$ cat config.mk
export PLATFORM = sky130hd
export DESIGN_NAME = wb_arbiter
export DESIGN_NICKNAME = d
export VERILOG_FILES = /design/src/rtl/wb_pkg.sv /design/src/rtl/wb_queue.sv /design/src/rtl/wb_arbiter.sv
export SDC_FILE = /design/constraint.sdc
export NUM_CORES = 1
export LEC_CHECK = 0
export CAP_MARGIN = 20
export CELL_PAD_IN_SITES_DETAIL_PLACEMENT = 0
export CELL_PAD_IN_SITES_GLOBAL_PLACEMENT = 1
export CORE_ASPECT_RATIO = 1.25
export CORE_MARGIN = 5
export CORE_UTILIZATION = 40
export DETAILED_ROUTE_END_ITERATION = 10
export PLACE_DENSITY = 0.82
export REMOVE_ABC_BUFFERS = 1
export SLEW_MARGIN = 20
export SYNTH_ARGS = -nofsm -noshare
export SYNTH_HDL_FRONTEND = slang
export SYNTH_HIERARCHICAL = 1
export SYNTH_SLANG_ARGS = --single-unit
export TNS_END_PERCENT = 100
$ cat constraint.sdc
create_clock -name clk -period 2.7 [get_ports clk]
set_clock_uncertainty 0.15 [all_clocks]
set_input_delay 0.675 -clock clk [delete_from_list [all_inputs] [get_ports clk]]
set_output_delay 0.675 -clock clk [all_outputs]
set_load 0.02 [all_outputs]
$ cat src/rtl/wb_pkg.sv
// Shared types for the write-back arbiter: register/data widths, queue entry
// layout and the write-source tag.
package wb_pkg;

    localparam int REG_AW = 5;
    localparam int DATA_W = 32;

    typedef struct packed {
        logic              valid;
        logic [REG_AW-1:0] addr;
        logic [DATA_W-1:0] data;
    } wb_entry_t;

    typedef enum logic [1:0] {
        SRC_NONE,
        SRC_PIPE,
        SRC_MDU
    } wb_src_t;

endpackage

$ cat src/rtl/wb_queue.sv
// Circular MDU result queue with kill-by-address and two busy lookup ports.
// Optional macro WB_TRACE_EN prints a line for each killed entry.
module wb_queue
    import wb_pkg::*;
#(
    parameter int DEPTH = 4
) (
    input  logic                   clk,
    input  logic                   rst_n,
    input  logic                   enq,
    input  logic [REG_AW-1:0]      enq_addr,
    input  logic [DATA_W-1:0]      enq_data,
    input  logic                   pop,
    input  logic                   kill_en,
    input  logic [REG_AW-1:0]      kill_addr,
    input  logic [REG_AW-1:0]      lk_addr1,
    input  logic [REG_AW-1:0]      lk_addr2,
    output logic                   lk_hit1,
    output logic                   lk_hit2,
    output logic                   head_valid,
    output logic [REG_AW-1:0]      head_addr,
    output logic [DATA_W-1:0]      head_data,
    output logic                   empty,
    output logic                   full,
    output logic [$clog2(DEPTH):0] count
);

    localparam int PTR_W = $clog2(DEPTH);
    localparam int CNT_W = PTR_W + 1;

    wb_entry_t        mem_q [DEPTH];
    wb_entry_t        mem_d [DEPTH];
    logic [PTR_W-1:0] head_q, head_d;
    logic [PTR_W-1:0] tail_q, tail_d;
    logic [CNT_W-1:0] count_q, count_d;

    // Kill is applied before the enqueue write so a same-cycle MDU result
    // (younger than the pipe write) survives. Popped slots are invalidated
    // so stale entries never show up in the busy lookup.
    always_comb begin
        mem_d   = mem_q;
        head_d  = head_q;
        tail_d  = tail_q;
        count_d = count_q;
        if (kill_en) begin
            for (int i = 0; i < DEPTH; i++) begin
                if (mem_q[i].addr == kill_addr) begin
                    mem_d[i].valid = 1'b0;
                end
            end
        end
        if (pop) begin
            mem_d[head_q].valid = 1'b0;
            head_d              = head_q + PTR_W'(1);
        end
        if (enq) begin
            mem_d[tail_q] = '{valid: 1'b1, addr: enq_addr, data: enq_data};
            tail_d        = tail_q + PTR_W'(1);
        end
        case ({enq, pop})
            2'b10:   count_d = count_q + CNT_W'(1);
            2'b01:   count_d = count_q - CNT_W'(1);
            default: count_d = count_q;
        endcase
    end

    always_ff @(posedge clk or negedge rst_n) begin
        if (!rst_n) begin
            head_q  <= '0;
            tail_q  <= '0;
            count_q <= '0;
            for (int i = 0; i < DEPTH; i++) begin
                mem_q[i] <= '0;
            end
        end else begin
            head_q  <= head_d;
            tail_q  <= tail_d;
            count_q <= count_d;
            mem_q   <= mem_d;
        end
    end

    always_comb begin
        lk_hit1 = 1'b0;
        lk_hit2 = 1'b0;
        for (int i = 0; i < DEPTH; i++) begin
            if (mem_q[i].valid && (mem_q[i].addr == lk_addr1)) lk_hit1 = 1'b1;
            if (mem_q[i].valid && (mem_q[i].addr == lk_addr2)) lk_hit2 = 1'b1;
        end
    end

    assign head_valid = mem_q[head_q].valid;
    assign head_addr  = mem_q[head_q].addr;
    assign head_data  = mem_q[head_q].data;
    assign empty      = (count_q == '0);
    assign full       = (count_q == CNT_W'(DEPTH));
    assign count      = count_q;

`ifdef WB_TRACE_EN
    always @(posedge clk) begin
        if (rst_n && kill_en) begin
            for (int i = 0; i < DEPTH; i++) begin
                if (mem_q[i].valid && (mem_q[i].addr == kill_addr)) begin
                    $display("wb_trace KILL slot=%0d addr=%0d data=%08h", i, mem_q[i].addr, mem_q[i].data);
                end
            end
        end
    end
`endif

endmodule

$ cat src/rtl/wb_arbiter.sv
// Register-file write-port arbiter: pipeline write-back has priority, MDU
// results drain from wb_queue. Optional macro WB_TRACE_EN traces every write.
module wb_arbiter
    import wb_pkg::*;
#(
    parameter int DEPTH = 4
) (
    input  logic                   clk,
    input  logic                   rst_n,
    input  logic                   pipe_wr_en,
    input  logic [REG_AW-1:0]      pipe_wr_addr,
    input  logic [DATA_W-1:0]      pipe_wr_data,
    input  logic                   mdu_valid,
    output logic                   mdu_ready,
    input  logic [REG_AW-1:0]      mdu_addr,
    input  logic [DATA_W-1:0]      mdu_data,
    input  logic [REG_AW-1:0]      chk_addr1,
    input  logic [REG_AW-1:0]      chk_addr2,
    output logic                   chk_busy1,
    output logic                   chk_busy2,
    output logic                   rf_wr_en,
    output logic [REG_AW-1:0]      rf_wr_addr,
    output logic [DATA_W-1:0]      rf_wr_data,
    output logic [$clog2(DEPTH):0] q_count
);

    logic              pipe_eff;
    logic              enq;
    logic              pop;
    logic              q_full;
    logic              q_empty;
    logic              head_valid;
    logic [REG_AW-1:0] head_addr;
    logic [DATA_W-1:0] head_data;
    logic              hit1, hit2;

    logic              rf_wr_en_q, rf_wr_en_d;
    logic [REG_AW-1:0] rf_wr_addr_q, rf_wr_addr_d;
    logic [DATA_W-1:0] rf_wr_data_q, rf_wr_data_d;
    wb_src_t           src_q, src_d;

    // Writes to R0 are architecturally meaningless, so they never reach the queue.
    assign pipe_eff  = pipe_wr_en && (pipe_wr_addr != '0);
    assign mdu_ready = !q_full;
    assign enq       = mdu_valid && mdu_ready && (mdu_addr != '0);

    wb_queue #(.DEPTH(DEPTH)) u_queue (
        .clk        (clk),
        .rst_n      (rst_n),
        .enq        (enq),
        .enq_addr   (mdu_addr),
        .enq_data   (mdu_data),
        .pop        (pop),
        .kill_en    (pipe_eff),
        .kill_addr  (pipe_wr_addr),
        .lk_addr1   (chk_addr1),
        .lk_addr2   (chk_addr2),
        .lk_hit1    (hit1),
        .lk_hit2    (hit2),
        .head_valid (head_valid),
        .head_addr  (head_addr),
        .head_data  (head_data),
        .empty      (q_empty),
        .full       (q_full),
        .count      (q_count)
    );

    always_comb begin
        rf_wr_en_d   = 1'b0;
        rf_wr_addr_d = rf_wr_addr_q;
        rf_wr_data_d = rf_wr_data_q;
        src_d        = SRC_NONE;
        pop          = 1'b0;
        if (pipe_eff) begin
            rf_wr_en_d   = 1'b1;
            rf_wr_addr_d = pipe_wr_addr;
            rf_wr_data_d = pipe_wr_data;
            src_d        = SRC_PIPE;
        end else if (!q_empty) begin
            // A killed head is popped without issuing a write.
            pop = 1'b1;
            if (head_valid) begin
                rf_wr_en_d   = 1'b1;
                rf_wr_addr_d = head_addr;
                rf_wr_data_d = head_data;
                src_d        = SRC_MDU;
            end
        end
    end

    always_ff @(posedge clk or negedge rst_n) begin
        if (!rst_n) begin
            rf_wr_en_q   <= 1'b0;
            rf_wr_addr_q <= '0;
            rf_wr_data_q <= '0;
            src_q        <= SRC_NONE;
        end else begin
            rf_wr_en_q   <= rf_wr_en_d;
            rf_wr_addr_q <= rf_wr_addr_d;
            rf_wr_data_q <= rf_wr_data_d;
            src_q        <= src_d;
        end
    end

    // An MDU result sitting in the output registers is still in flight.
    assign chk_busy1 = (chk_addr1 != '0) &&
                       (hit1 || (rf_wr_en_q && (src_q == SRC_MDU) && (rf_wr_addr_q == chk_addr1)));
    assign chk_busy2 = (chk_addr2 != '0) &&
                       (hit2 || (rf_wr_en_q && (src_q == SRC_MDU) && (rf_wr_addr_q == chk_addr2)));

    assign rf_wr_en   = rf_wr_en_q;
    assign rf_wr_addr = rf_wr_addr_q;
    assign rf_wr_data = rf_wr_data_q;

`ifdef WB_TRACE_EN
    always @(posedge clk) begin
        if (rst_n && rf_wr_en_q) begin
            $display("wb_trace %s addr=%0d data=%08h q_count=%0d",
                     (src_q == SRC_MDU) ? "MDU" : "PIPE", rf_wr_addr_q, rf_wr_data_q, q_count);
        end
    end
`else
    // Default build produces no simulation output.
`endif

endmodule
==> out/metrics.cfg, run 1 <==
[place]
hpwl_um = 17200
place.gp.congestion = 0.959
placed_cell_area_mm2 = 0.0124
pre_cts_ws_ps = -1230
portBuffers = 131

[clock_network]
cts.sinks = 199
cts.path.max_buffers = 2
cts_tree = built
cts_hold_buf = 0
clk_pin_slew_ps = 60
cts_root_buf = clkbuf_16
cts_buffers = 17
worst_skew_pair.late_latency_ps = 440
htree_levels = 4

[sta]
rsz0062_at_grt = yes
slew_viol_final = 0
worst_slack_ps = -352
fin_crit_ps = 3050
fmax_mhz = 328
slew_headroom_pct = 54.0
tightest_slew_ps = 691
period_share_pct = 113
report.final.hold_viol_count = 0
setup_viol = 2

[worst_setup_path]
cp.arrival_ps = 2230
reg2reg_from = u_queue/mem_q[37]$_DFF_PN0_
worstSetupPathType = input port to output port
reg2reg_to = rf_wr_data[8]$_DFFE_PN0P_
crit_required_ps = 1880
reg2reg_depth = 6
crit_slowest_cell = clkdlybuf4s15_1
critPathMaxStageDelay_ps = 260
path_cells = clkdlybuf4s15_1 -> buf_4 -> xnor2_1 -> and3_1 -> a31oi_1 -> nand3_2 -> buf_4 -> a41oi_2 -> nor3_2 -> buf_4
cp-end-kind = output port
r2r_slack_ps = 210
critPathMostFrequentCell = buf_4
critPathLaunchType = input port
cp_max_fo = 4

[final_layout]
final_area_mm2 = 0.0131
areaGrowthSynthToFinish_pct = 28.7
drive_gt1_share_pct = 46.0
nets = 963
utilization_pct = 52.0

[synthesis]
synth-compound-area-share_pct = 1.15
synth_cells = 664
synth_xor_area_share_pct = 6.30
synth_top_area_share_pct = 49.1
synth_mux_area_share_pct = 35.3
yosysTopAreaCell = dfrtp_1
ys_types = 36
synth_top_family_by_area = multiplexers
synthTopCellsByArea = dfrtp_1 49%, mux2_2 15%, mux2_4 11%
synthSimpleGateAreaFrac_pct = 3.66
yosysWarnings = 6
synth-seq-cells = 199
yosysSeqAreaShare_pct = 49.1
synth_adder_area_share_pct = 1.31
syn_area_mm2 = 0.0101
postSynthAreaPerCell_um2 = 15.3

[detailed_routing]
wl_per_cell_um = 20.3
viasPerCell = 5.11
dr_wl_met2_um = 12800
dr_total_vias = 6207
firstDrtPassIters = 5
ant_nets = 0
drcViolationCount = 0
wirelength_um = 24700
dr_wl_met3_um = 845
top_layer = met5
drt_iter0_markers = 222
wl_met1_um = 10100

[power_and_ir_drop]
vdd_ir_drop_max_v = 0.000475
leakagePower_nw = 5.83
p_per_area_mw_per_mm2 = 1250

[run]
max_cap_violations = 0

[global_route]
grt_max_degree = 65
grt_pass1_wl_um = 39400
grt_overflow_total = 0
grt_antenna_before_repair = 1
grt_pass1_vias = 7030
grt.total_usage_pct = 17.5

[floorplanning]
coreArea_mm2 = 0.0251
ioPinCount = 132
die_width_um = 152
start_util_pct = 40.4
die_y_um = 188
rows = 65
fp.dieArea_mm2 = 0.0287

[outcome]
outcome = finished, violations left
violations = setup timing

[hold_path]
hold_path.class = input port to async pin

==> layer usage <==
layer  up-vias  track usage (%)
li1       2814                -
met1      3194             20.7
met2       143             31.0
met3        54             3.60
met4         2             7.44
met5         -                0
==> how the worst max path moves through the flow <==
stage          cells past startpoint                     startpoint  slack, ps                   endpoint
2_1_floorplan                      4  u_queue/head_q[0]$_DFFE_PN0P_      -1230  rf_wr_data[0]$_DFFE_PN0P_
3_3_place_gp                      10                   chk_addr1[3]      -1140                  chk_busy1
3_5_place_dp                      10                   chk_addr1[3]      -1230                  chk_busy1
4_1_cts                            9  u_queue/mem_q[36]$_DFFE_PN0P_       -350                  chk_busy1
5_1_grt                           10                   chk_addr2[0]       -460                  chk_busy2
6_report                          10                   chk_addr2[0]       -350                  chk_busy2
==> critical path: cells and delay by family <==
family          cells  cell delay, ps
compound gates      2             360
xor+xnor            1             110
buf+inv             4             750
simple gates        3             330
==> cells in the final DEF, fill, tap and decap left out, types with 4 or more instances in the layout <==
cell	netlist	final
buf_12	0	15
buf_4	7	68
clkbuf_16	0	17
clkdlybuf4s15_2	0	4
clkdlybuf4s50_1	0	112
dfrtp_1	199	194
dfrtp_2	0	5
dlygate4sd2_1	0	4
ha_1	9	8
inv_1	9	8
inv_6	0	4
mux2_2	136	136
mux2_4	76	76
mux2i_1	5	5
mux4_2	38	38
nand2_1	17	17
nand2_4	4	4
nand3_1	14	13
nor4_1	12	12
o21ai_1	5	5
xnor2_1	21	21
xor2_1	52	52
==> report_power, final <==
| part | leakage [nW] | switching [W] | total (W) | internal, W |
|---|---|---|---|---|
| logic | 3.19 | 0.00318 | 0.00817 | 0.00499 |
| clock network | 0.282 | 0.00119 | 0.00251 | 0.00132 |
| registers | 2.36 | 0.00108 | 0.00560 | 0.00452 |
| total | 5.83 | 0.00544 | 0.0163 | 0.0108 |
==> area by class of cell <==
type | count | area (µm²)
Clock buffer | 18 | 439
Sequential cell | 199 | 4990
Clock inverter | 14 | 139
Fill cell | 2111 | 12100
Inverter | 10 | 37.5
Multi-Input combinational cell | 422 | 4920
Tap cell | 335 | 419
Antenna cell | 1 | 2.50
Timing Repair Buffer | 215 | 2120
==> metrics by stage <==
| stage | TNS, ps | cells | power, W | hold slack, ps |
|---|---|---|---|---|
| 3_5_place_dp | -68090 | 1176 | 0.0137 | 338 |
| 6_report | -685 | 1214 | 0.0163 | 83.5 |
| 3_3_place_gp | -70960 | 1176 | 0.0135 | 332 |
| 2_1_floorplan | -48760 | 631 | 0.0108 | 229 |
| 4_1_cts | -685 | 1211 | 0.0164 | 102 |
| 5_1_grt | -829 | 1213 | 0.0173 | 111 |
==> state kept, by name, summed over array words and instances, names as in the netlist <==
register / cells
u_queue/count: 3
u_queue/head_q: 2
u_queue/mem_q: 152
src_q: 2
rf_wr_data: 32
u_queue/tail_q: 2
rf_wr_en: 1
rf_wr_addr: 5
==> logic make-up after synthesis <==
group                      after synthesis
muxes                                  255
DFF                                    199
xor gates and xnor gates                73
and+or+nand+nor                         66
buffers and inverters                   43
AOI/OAI and AO/OA                       18
adders and majority gates               10
==> Yosys cell counts <==
library cell / number
xor2_1: 52
o21ai_0: 3
mux2i_1: 5
ha_1: 9
clkbuf_1: 2
nand2b_1: 5
mux2_4: 76
nor2_1: 3
nand2_4: 4
o21ai_1: 5
or4_1: 2
nor4_1: 12
mux4_2: 38
and3b_1: 1
fa_1: 1
or4_4: 1
xnor2_1: 21
buf_1: 1
a31oi_1: 2
buf_8: 3
nand2_1: 17
mux2_2: 136
inv_2: 1
o21ai_4: 1
buf_6: 13
nor3_1: 3
inv_1: 9
and3_1: 3
buf_2: 7
nand3_1: 14
buf_4: 7
a21oi_1: 4
dfrtp_1: 199
a41oi_1: 2
o311a_1: 1
or3_1: 1
==> timing repair <==
item / CTS / global route
pin swaps: 22 / 15
gates resized for setup: 55 / 19
endpoints found under the setup margin: 4 / 3
gates cloned: 0 / 0
buffers inserted: 3 / 2
No activity file was read; power rests on OpenSTA's default activity.
==> run 2, diff against run 1 <==
--- a/config.mk
+++ b/config.mk
@@ -8,12 +8,13 @@
 export CAP_MARGIN = 20
 export CELL_PAD_IN_SITES_DETAIL_PLACEMENT = 0
 export CELL_PAD_IN_SITES_GLOBAL_PLACEMENT = 1
-export CORE_ASPECT_RATIO = 1.25
+export CORE_ASPECT_RATIO = 0.5
 export CORE_MARGIN = 5
 export CORE_UTILIZATION = 40
 export DETAILED_ROUTE_END_ITERATION = 10
 export PLACE_DENSITY = 0.82
 export REMOVE_ABC_BUFFERS = 1
+export SKIP_LAST_GASP = 1
 export SLEW_MARGIN = 20
 export SYNTH_ARGS = -nofsm -noshare
 export SYNTH_HDL_FRONTEND = slang
==> out/metrics.cfg, run 2 (synthesis results as in run 1) <==
[detailed_routing]
wirelength_um = 24200
drt_iter0_markers = 324
viasPerCell = 5.03
wl_per_cell_um = 19.8
ant_nets = 0
firstDrtPassIters = 4
drcViolationCount = 0
dr_total_vias = 6136

[global_route]
grt.total_usage_pct = 17.2
grt_antenna_before_repair = 0
grt_pass1_vias = 6857
grt_max_degree = 67
grt_overflow_total = 0
grt_pass1_wl_um = 38900

[worst_setup_path]
critPathMaxStageDelay_ps = 250
crit_slowest_cell = clkdlybuf4s15_2
reg2reg_to = rf_wr_data[29]$_DFFE_PN0P_
worstSetupPathType = input port to output port
cp-end-kind = output port
path_buf_inv = 3
r2r_slack_ps = 370
cp_top_family = simple AND/OR/NAND/NOR gates
critPathLaunchType = input port
reg2reg_depth = 5
path_cells = clkdlybuf4s15_2 -> xor2_1 -> nor4_1 -> and3_1 -> a31oi_1 -> nand3_1 -> buf_4 -> a21oi_2 -> nor3_2 -> buf_4
reg2reg_from = u_queue/count[0]$_DFFE_PN0P_
cp.arrival_ps = 2170
critPathMostFrequentCell = buf_4
cp_max_fo = 5
crit_required_ps = 1880

[final_layout]
areaGrowthSynthToFinish_pct = 28.6
largest_register_ffs = 152
nets = 961
fillCellCount = 2045
drive_gt1_share_pct = 45.8
utilization_pct = 52.0
layout_commonest_cell = dfrtp_1
layout.cells.most_common_list = 194 x dfrtp_1, 136 x mux2_2, 111 x clkdlybuf4s50_1
final_area_mm2 = 0.0131
max_flop_register = u_queue/mem_q
antenna_cells = 0

[outcome]
outcome = finished, violations left
violations = setup timing

[sta]
slew_headroom_pct = 54.8
slew_viol_final = 0
report.final.hold_viol_count = 0
worst_slack_ps = -298
fmax_mhz = 334
period_share_pct = 111
fin_crit_ps = 3000
tightest_slew_ps = 678
rsz0062_at_grt = yes
setup_viol = 2

[floorplanning]
die_y_um = 123
die_width_um = 235
coreArea_mm2 = 0.0251
rows = 41
start_util_pct = 40.4
fp.dieArea_mm2 = 0.0288
ioPinCount = 132

[clock_network]
cts_buffers = 17
cts.path.max_buffers = 2
htree_levels = 4
cts_hold_buf = 0
cts_tree = built
cts_root_buf = clkbuf_16
clk_pin_slew_ps = 70
worst_skew_pair.late_latency_ps = 430
cts.sinks = 199

[power_and_ir_drop]
p_per_area_mw_per_mm2 = 1250
vdd_ir_drop_max_v = 0.000782
leakagePower_nw = 5.84
power.total_w = 0.0164

[place]
hpwl_um = 16900
placed_cell_area_mm2 = 0.0124
place.gp.congestion = 0.847
portBuffers = 131

[hold_path]
hold_path.class = input port to async pin

[run]
max_cap_violations = 0

-- run 2: cell types whose count changed in the layout (fill, tap and decap cells not counted), sizes merged --
cell / change
clkinvlp: -2
clkbuf: +1
bufinv: +2
inv: -1
clkinv: -1
clkdlybuf4s15: -3
buf: +2
clkdlybuf4s50: -1
diode: -1
dlymetal6s2s: +1
-- run 2: worst max-delay path by stage --
stage / from / to / slack, ps / cells after the start
finish: chk_addr1[4] / chk_busy1 / -300 / 10
global route: u_queue/mem_q[148]$_DFFE_PN0P_ / chk_busy1 / -440 / 9
CTS: u_queue/mem_q[35]$_DFFE_PN0P_ / chk_busy1 / -320 / 9
detailed placement: chk_addr1[3] / chk_busy1 / -1230 / 10
global placement: chk_addr1[3] / chk_busy1 / -1170 / 10
floorplan: u_queue/head_q[0]$_DFFE_PN0P_ / rf_wr_data[0]$_DFFE_PN0P_ / -1230 / 4
-- run 2: area by class of cell --
type | instances | area (µm²) | area share (%)
Sequential cell | 199 | 4990 | 38.2
Multi-Input combinational cell | 422 | 4910 | 37.6
Timing Repair Buffer | 213 | 2080 | 16.0
Clock buffer | 20 | 447 | 3.42
Tap cell | 344 | 430 | 3.30
Clock inverter | 12 | 164 | 1.26
Inverter | 10 | 37.5 | 0.288
-- run 2: stage by stage --
stage               setup slack, ps  setup TNS (ps)  hold slack, ps  instances
floorplan                     -1230          -48760             229        631
global placement              -1170          -56380             331       1184
detailed placement            -1230          -57560             337       1184
CTS                            -319            -578            93.3       1218
global route                   -444            -882             107       1220
finish                         -298            -583            72.8       1220
-- run 2: repair_timing --
action / CTS / global route
pin swaps: 13 / 6
endpoints found under the setup margin: 3 / 4
cloned: 0 / 0
setup buffers: 2 / 2
gates resized for setup: 72 / 7
-- run 2: metal layers --
layer  track usage (%)  wire length, µm  share of wire (%)  vias to the layer above
met5                 0                0                  0                        -
met4              6.12              471                1.9                        0
met2              30.2            12400                 51                       76
met1              22.2            10800                 45                     3210
li1                  -                -                  -                     2821
met3              2.63              582                2.4                       29
-- run 2: power breakdown --
part           switching, W  leakage [nW]  internal (W)  total (W)
Clock               0.00115         0.302       0.00150    0.00265
Sequential          0.00106          2.36       0.00452    0.00558
Combinational       0.00318          3.18       0.00494    0.00812
